### src/rtl/uart_txsm.sv
// UART transmit FSM: pops THR, sends start/data(LSB first)/parity/stop on TxD; TxD lags state by one Clk.
// Paced only by CE_16x; waits in Idle while THR_EF. Optional UART_TX_BREAK_EN adds Break (forces TxD low).
module uart_txsm #(
  parameter int DIV_BITS = 4
) (
  input  logic       Clk,
  input  logic       Rst,
  input  logic       CE_16x,
  input  logic       Len,
  input  logic       NumStop,
  input  logic       ParEn,
  input  logic [1:0] Par,
  input  logic [7:0] THR,
  input  logic       THR_EF,
`ifdef UART_TX_BREAK_EN
  input  logic       Break,
`endif
  output logic       RE_THR,
  output logic       TxD,
  output logic       TxIdle,
  output logic       TxBusy,
  output logic       CE_TxSM
);

  typedef enum logic [2:0] {Idle, Start, Shift, Parity, Stop1, Stop2} state_t;

  localparam logic [DIV_BITS-1:0] BCNT_ONE = 1;

  state_t              state;
  logic [7:0]          tsr;
  logic [DIV_BITS-1:0] bCnt;
  logic [2:0]          bitCnt;
  logic                lenQ, stopQ, parEnQ, parBit;
  logic                breakOn, lastBit, frameEnd, loadReq, dataPar, parNext, lineBit;

`ifdef UART_TX_BREAK_EN
  assign breakOn = Break;
`else
  assign breakOn = 1'b0;
`endif

  assign CE_TxSM  = CE_16x & (&bCnt);
  assign lastBit  = lenQ ? (bitCnt == 3'd7) : (bitCnt == 3'd6);
  assign frameEnd = CE_TxSM & (((state == Stop1) & ~stopQ) | (state == Stop2));
  // A new character loads either from Idle on any CE_16x or straight off the last stop bit.
  assign loadReq  = ~THR_EF & ~breakOn & (((state == Idle) & CE_16x) | frameEnd);
  assign RE_THR   = Rst & loadReq;
  assign TxIdle   = (state == Idle);
  assign TxBusy   = ~TxIdle;

  assign dataPar = Len ? (^THR) : (^THR[6:0]);

  always_comb begin
    parNext = 1'b0;
    case (Par)
      2'b00:   parNext = ~dataPar;
      2'b01:   parNext = dataPar;
      2'b10:   parNext = 1'b1;
      default: parNext = 1'b0;
    endcase
  end

  always_comb begin
    lineBit = 1'b1;
    case (state)
      Start:   lineBit = 1'b0;
      Shift:   lineBit = tsr[0];
      Parity:  lineBit = parBit;
      default: lineBit = 1'b1;
    endcase
  end

  always_ff @(posedge Clk or negedge Rst) begin
    if (!Rst) begin
      state  <= Idle;
      tsr    <= '0;
      bCnt   <= '0;
      bitCnt <= '0;
      lenQ   <= 1'b1;
      stopQ  <= 1'b0;
      parEnQ <= 1'b0;
      parBit <= 1'b0;
      TxD    <= 1'b1;
    end else begin
      TxD <= breakOn ? 1'b0 : lineBit;
      if (loadReq) begin
        state  <= Start;
        tsr    <= THR;
        bCnt   <= '0;
        lenQ   <= Len;
        stopQ  <= NumStop;
        parEnQ <= ParEn;
        parBit <= parNext;
      end else if ((state != Idle) && CE_16x) begin
        bCnt <= bCnt + BCNT_ONE;
        if (CE_TxSM) begin
          case (state)
            Start: begin
              state  <= Shift;
              bitCnt <= 3'd0;
            end
            Shift: begin
              tsr    <= tsr >> 1;
              bitCnt <= bitCnt + 3'd1;
              if (lastBit) state <= parEnQ ? Parity : Stop1;
            end
            Parity:  state <= Stop1;
            Stop1:   state <= stopQ ? Stop2 : Idle;
            default: state <= Idle;
          endcase
        end
      end
    end
  end

endmodule

### config.mk
export PLATFORM = sky130hd
export DESIGN_NAME = uart_txsm
export DESIGN_NICKNAME = d
export VERILOG_FILES = /design/src/rtl/uart_txsm.sv
export SDC_FILE = /design/constraint.sdc
export NUM_CORES = 1
export LEC_CHECK = 0
export BUFFER_PORTS_ARGS = -buffer_cell sky130_fd_sc_hd__buf_2
export CORE_MARGIN = 2
export CORE_UTILIZATION = 49
export DETAILED_ROUTE_END_ITERATION = 10
export GPL_ROUTABILITY_DRIVEN = 0
export GPL_TIMING_DRIVEN = 0
export PLACE_DENSITY = 0.76
export SETUP_SLACK_MARGIN = 0.15
export SKIP_CTS_REPAIR_TIMING = 1
export SLEW_MARGIN = 0
export SYNTH_ARGS = -nofsm -noshare
export SYNTH_HDL_FRONTEND = slang
export SYNTH_SLANG_ARGS = --single-unit
### constraint.sdc
create_clock -name Clk -period 1.6 [get_ports Clk]
set_input_delay 0.32 -clock Clk [delete_from_list [all_inputs] [get_ports Clk]]
set_output_delay 0.32 -clock Clk [all_outputs]
set_load 0.1 [all_outputs]
==> out/qor.csv <==
metric;value;unit
result of the run;finished, violations left;
violations in the final reports;negative setup slack;
arrival time at the worst endpoint;1790;ps
pin slew with the least headroom to its limit;952;ps
count of port buffers added during placement;21;
library cell with the highest instance count after synthesis;dfrtp_1;
M3 GR Usage;4.03;%
H-tree depth;1;
final clock period utilization by the worst path;132;%
setup repair after global routing missed its margin;yes;
Starting Density;51.4;%
fraction of registers with async set/reset;100;%
worst-case headroom to the max-slew limit;36.3;%
area share of the leading cell type in the synthesized netlist;41.3;%
clock tree from TritonCTS;done;
number of antenna repair diodes;0;
cell chosen for the clock root;clkbuf_4;
total half-perimeter wirelength after legalization and detailed placement;2.10;mm
Setup WS pre-CTS;-650;ps
post-layout worst setup margin;-508;ps
Critical Path Sink Type;primary output;
layout overhead on the synthesized area;37.6;%
vias in the first global route;1024;
met1 Resource Use GR;25.1;%
Post-route DRC;0;
worst clock skew;14.3;ps
Final Routed Wirelength;3.17;mm
most numerous cell types in the synthesized netlist;21 x dfrtp_1, 12 x nand2_1, 12 x o21ai_0;
Post-synth EDFFs;0;
GRT Residual Overflow;0;
max-slew violations;0;
total power density per cell area;1570;mW/mm²
placed insts;176;
number of nets in the layout;185;
number of storage elements in the synthesis netlist;23;
Yosys cell types;41;
core outline area;0.00248;mm²
final cell count without fillers;195;
Inserted Clock Buffers;3;
Final Setup Violations;13;
Mapped Nets;144;
reported max-cap violation count;0;
area enclosed by the die boundary;0.00302;mm²
proportion of synthesized chip area in sequential cells;45.4;%
number of antenna violations at the first check in global routing;0;
dominant synthesized flop cell;dfrtp_1;
final count of hold timing violations;0;
static power due to leakage;0.796;nW
Worst setup SP type;register;
FMAX;474;MHz
Mapped Area;0.00127;mm²
Final ANT Viol Nets;0;
number of vias per cell after detailed routing;5.73;
library cell with the largest summed area after synthesis;dfrtp_1;
fraction of layout cells with a size suffix above 1;43.0;%
Crit path required time;1280;ps
number of detailed-route iterations in the first pass;4;
largest net degree at the start of global routing;25;
biggest area contributors in the synthesized netlist;dfrtp_1 41%, mux2i_1 5.5%, o21ai_0 4.7%, dfstp_2 4.1%, nand2_1 3.5%;
total routing resource utilization after global routing;21.0;%
clock latency of the later-clocked register in the worst-skew pair;320;ps
Top Usage Layer GRT;met2;
worst setup path class;reg -> out;
shortest period the worst path allows;2110;ps
total number of placement rows;18;
worst min-delay path category;in -> reg;
DIE HEIGHT;55.0;µm
number of buffers between clock root and the deepest sink;2;
hold slack;226;ps
WL/cell;16.2;µm
clock transition at the register clock pins on the worst setup and hold paths after CTS;140;ps
width of the die;55.0;µm
largest driver fanout on the critical path;6;
Global Route met2 Usage;36.3;%
number of clock sinks;23;
Max VDD drop;1.11;mV
Mean Syn Cell Area;10.2;µm²
DRC marker count from the first detailed-route iteration;16;
Yosys warning count;0;
number of top-level pins;22;
global-route wire length before repair;4.49;mm
number of instances in the synthesized netlist;125;
vias post-DR;1118;
## per-stage QoR
step	util [%]	total power, mW	area [µm²]	setup TNS (ps)
6_report	70.8	2.75	1750	-1090
5_1_grt	70.8	2.92	1750	-2090
3_5_place_dp	58.3	2.05	1440	-3390
4_1_cts	59.4	2.32	1470	-5140
3_3_place_gp	58.3	1.99	1440	-2480
2_1_floorplan	-	1.81	1300	-10660
## sequential cells by signal (all words and copies together), names as in the netlist
name	count
parEnQ	1
stopQ	1
lenQ	1
state	3
tsr	8
bitCnt	3
bCnt	4
TxD	1
parBit	1
## worst max-delay path: stages, from the launching register on
cell     delay [ps]
dfrtp_1         460
ha_4            180
nand4_4          90
inv_4            90
a32oi_4         120
nor2_4          190
and2_4          180
buf_12          160
## layout make-up
type | count | area, µm²
Sequential cell | 23 | 581
Multi-Input combinational cell | 91 | 753
Fill cell | 192 | 724
Tap cell | 30 | 37.5
Clock inverter | 1 | 5.00
Inverter | 7 | 35.0
Timing Repair Buffer | 36 | 274
Clock buffer | 3 | 22.5
Buffer | 4 | 45.0
## cell families (layout without fill, tap and decap cells)
logic type / after synthesis / in the layout / synth area share [%]
compound gates: 35 / 35 / 19.1
xor+xnor: 9 / 9 / 7.27
fa+ha+maj: 2 / 2 / 1.96
buf+inv: 11 / 51 / 3.93
flops: 23 / 23 / 45.4
mux: 10 / 10 / 8.15
simple gates: 35 / 35 / 14.2
## layout by cell type (no fill, tap or decap), types with 2 or more instances in the layout
cell           instances
dfrtp_1               19
buf_2                 17
buf_4                 13
nand2_1               11
mux2i_1                7
o21ai_1                7
nand3_1                5
xnor2_1                5
nor2_1                 4
o21ai_0                4
a21oi_1                3
clkbuf_4               3
buf_12                 3
dfstp_2                2
inv_2                  2
inv_4                  2
nand3_4                2
nor2_4                 2
buf_6                  2
o21a_1                 2
buf_8                  2
xor2_1                 2
inv_1                  2
o22ai_1                2
a21boi_0               2
o31ai_1                2
nor2_2                 2
mux2_2                 2
nor3_1                 2
dlygate4sd3_1          2
dfrtp_2                2
## power by group
part | internal, mW | switching [mW]
combinational | 0.608 | 0.790
clock | 0.0934 | 0.180
sequential | 0.842 | 0.236
## path summary, 6_finish.rpt
| check | slack (ps) | cells past startpoint | end | start |
|---|---|---|---|---|
| max | -510 | 7 | RE_THR | bCnt[1] |
| min | 230 | 2 | stopQ | NumStop |
| max reg2reg | -70 | 7 | stopQ | bCnt[1] |
| min reg2reg | 530 | 2 | parBit | parBit |
| max in group asynchronous | 220 | 2 | state[2] | Rst |
| min in group asynchronous | 600 | 2 | lenQ | Rst |
## per-layer routing
layer  routed length (µm)  vias up
met5                    0        -
met4                   65        0
met3                   91       10
met2                 1670       29
met1                 1340      546
li1                     -      533
Power figures use the tool's default switching activity.
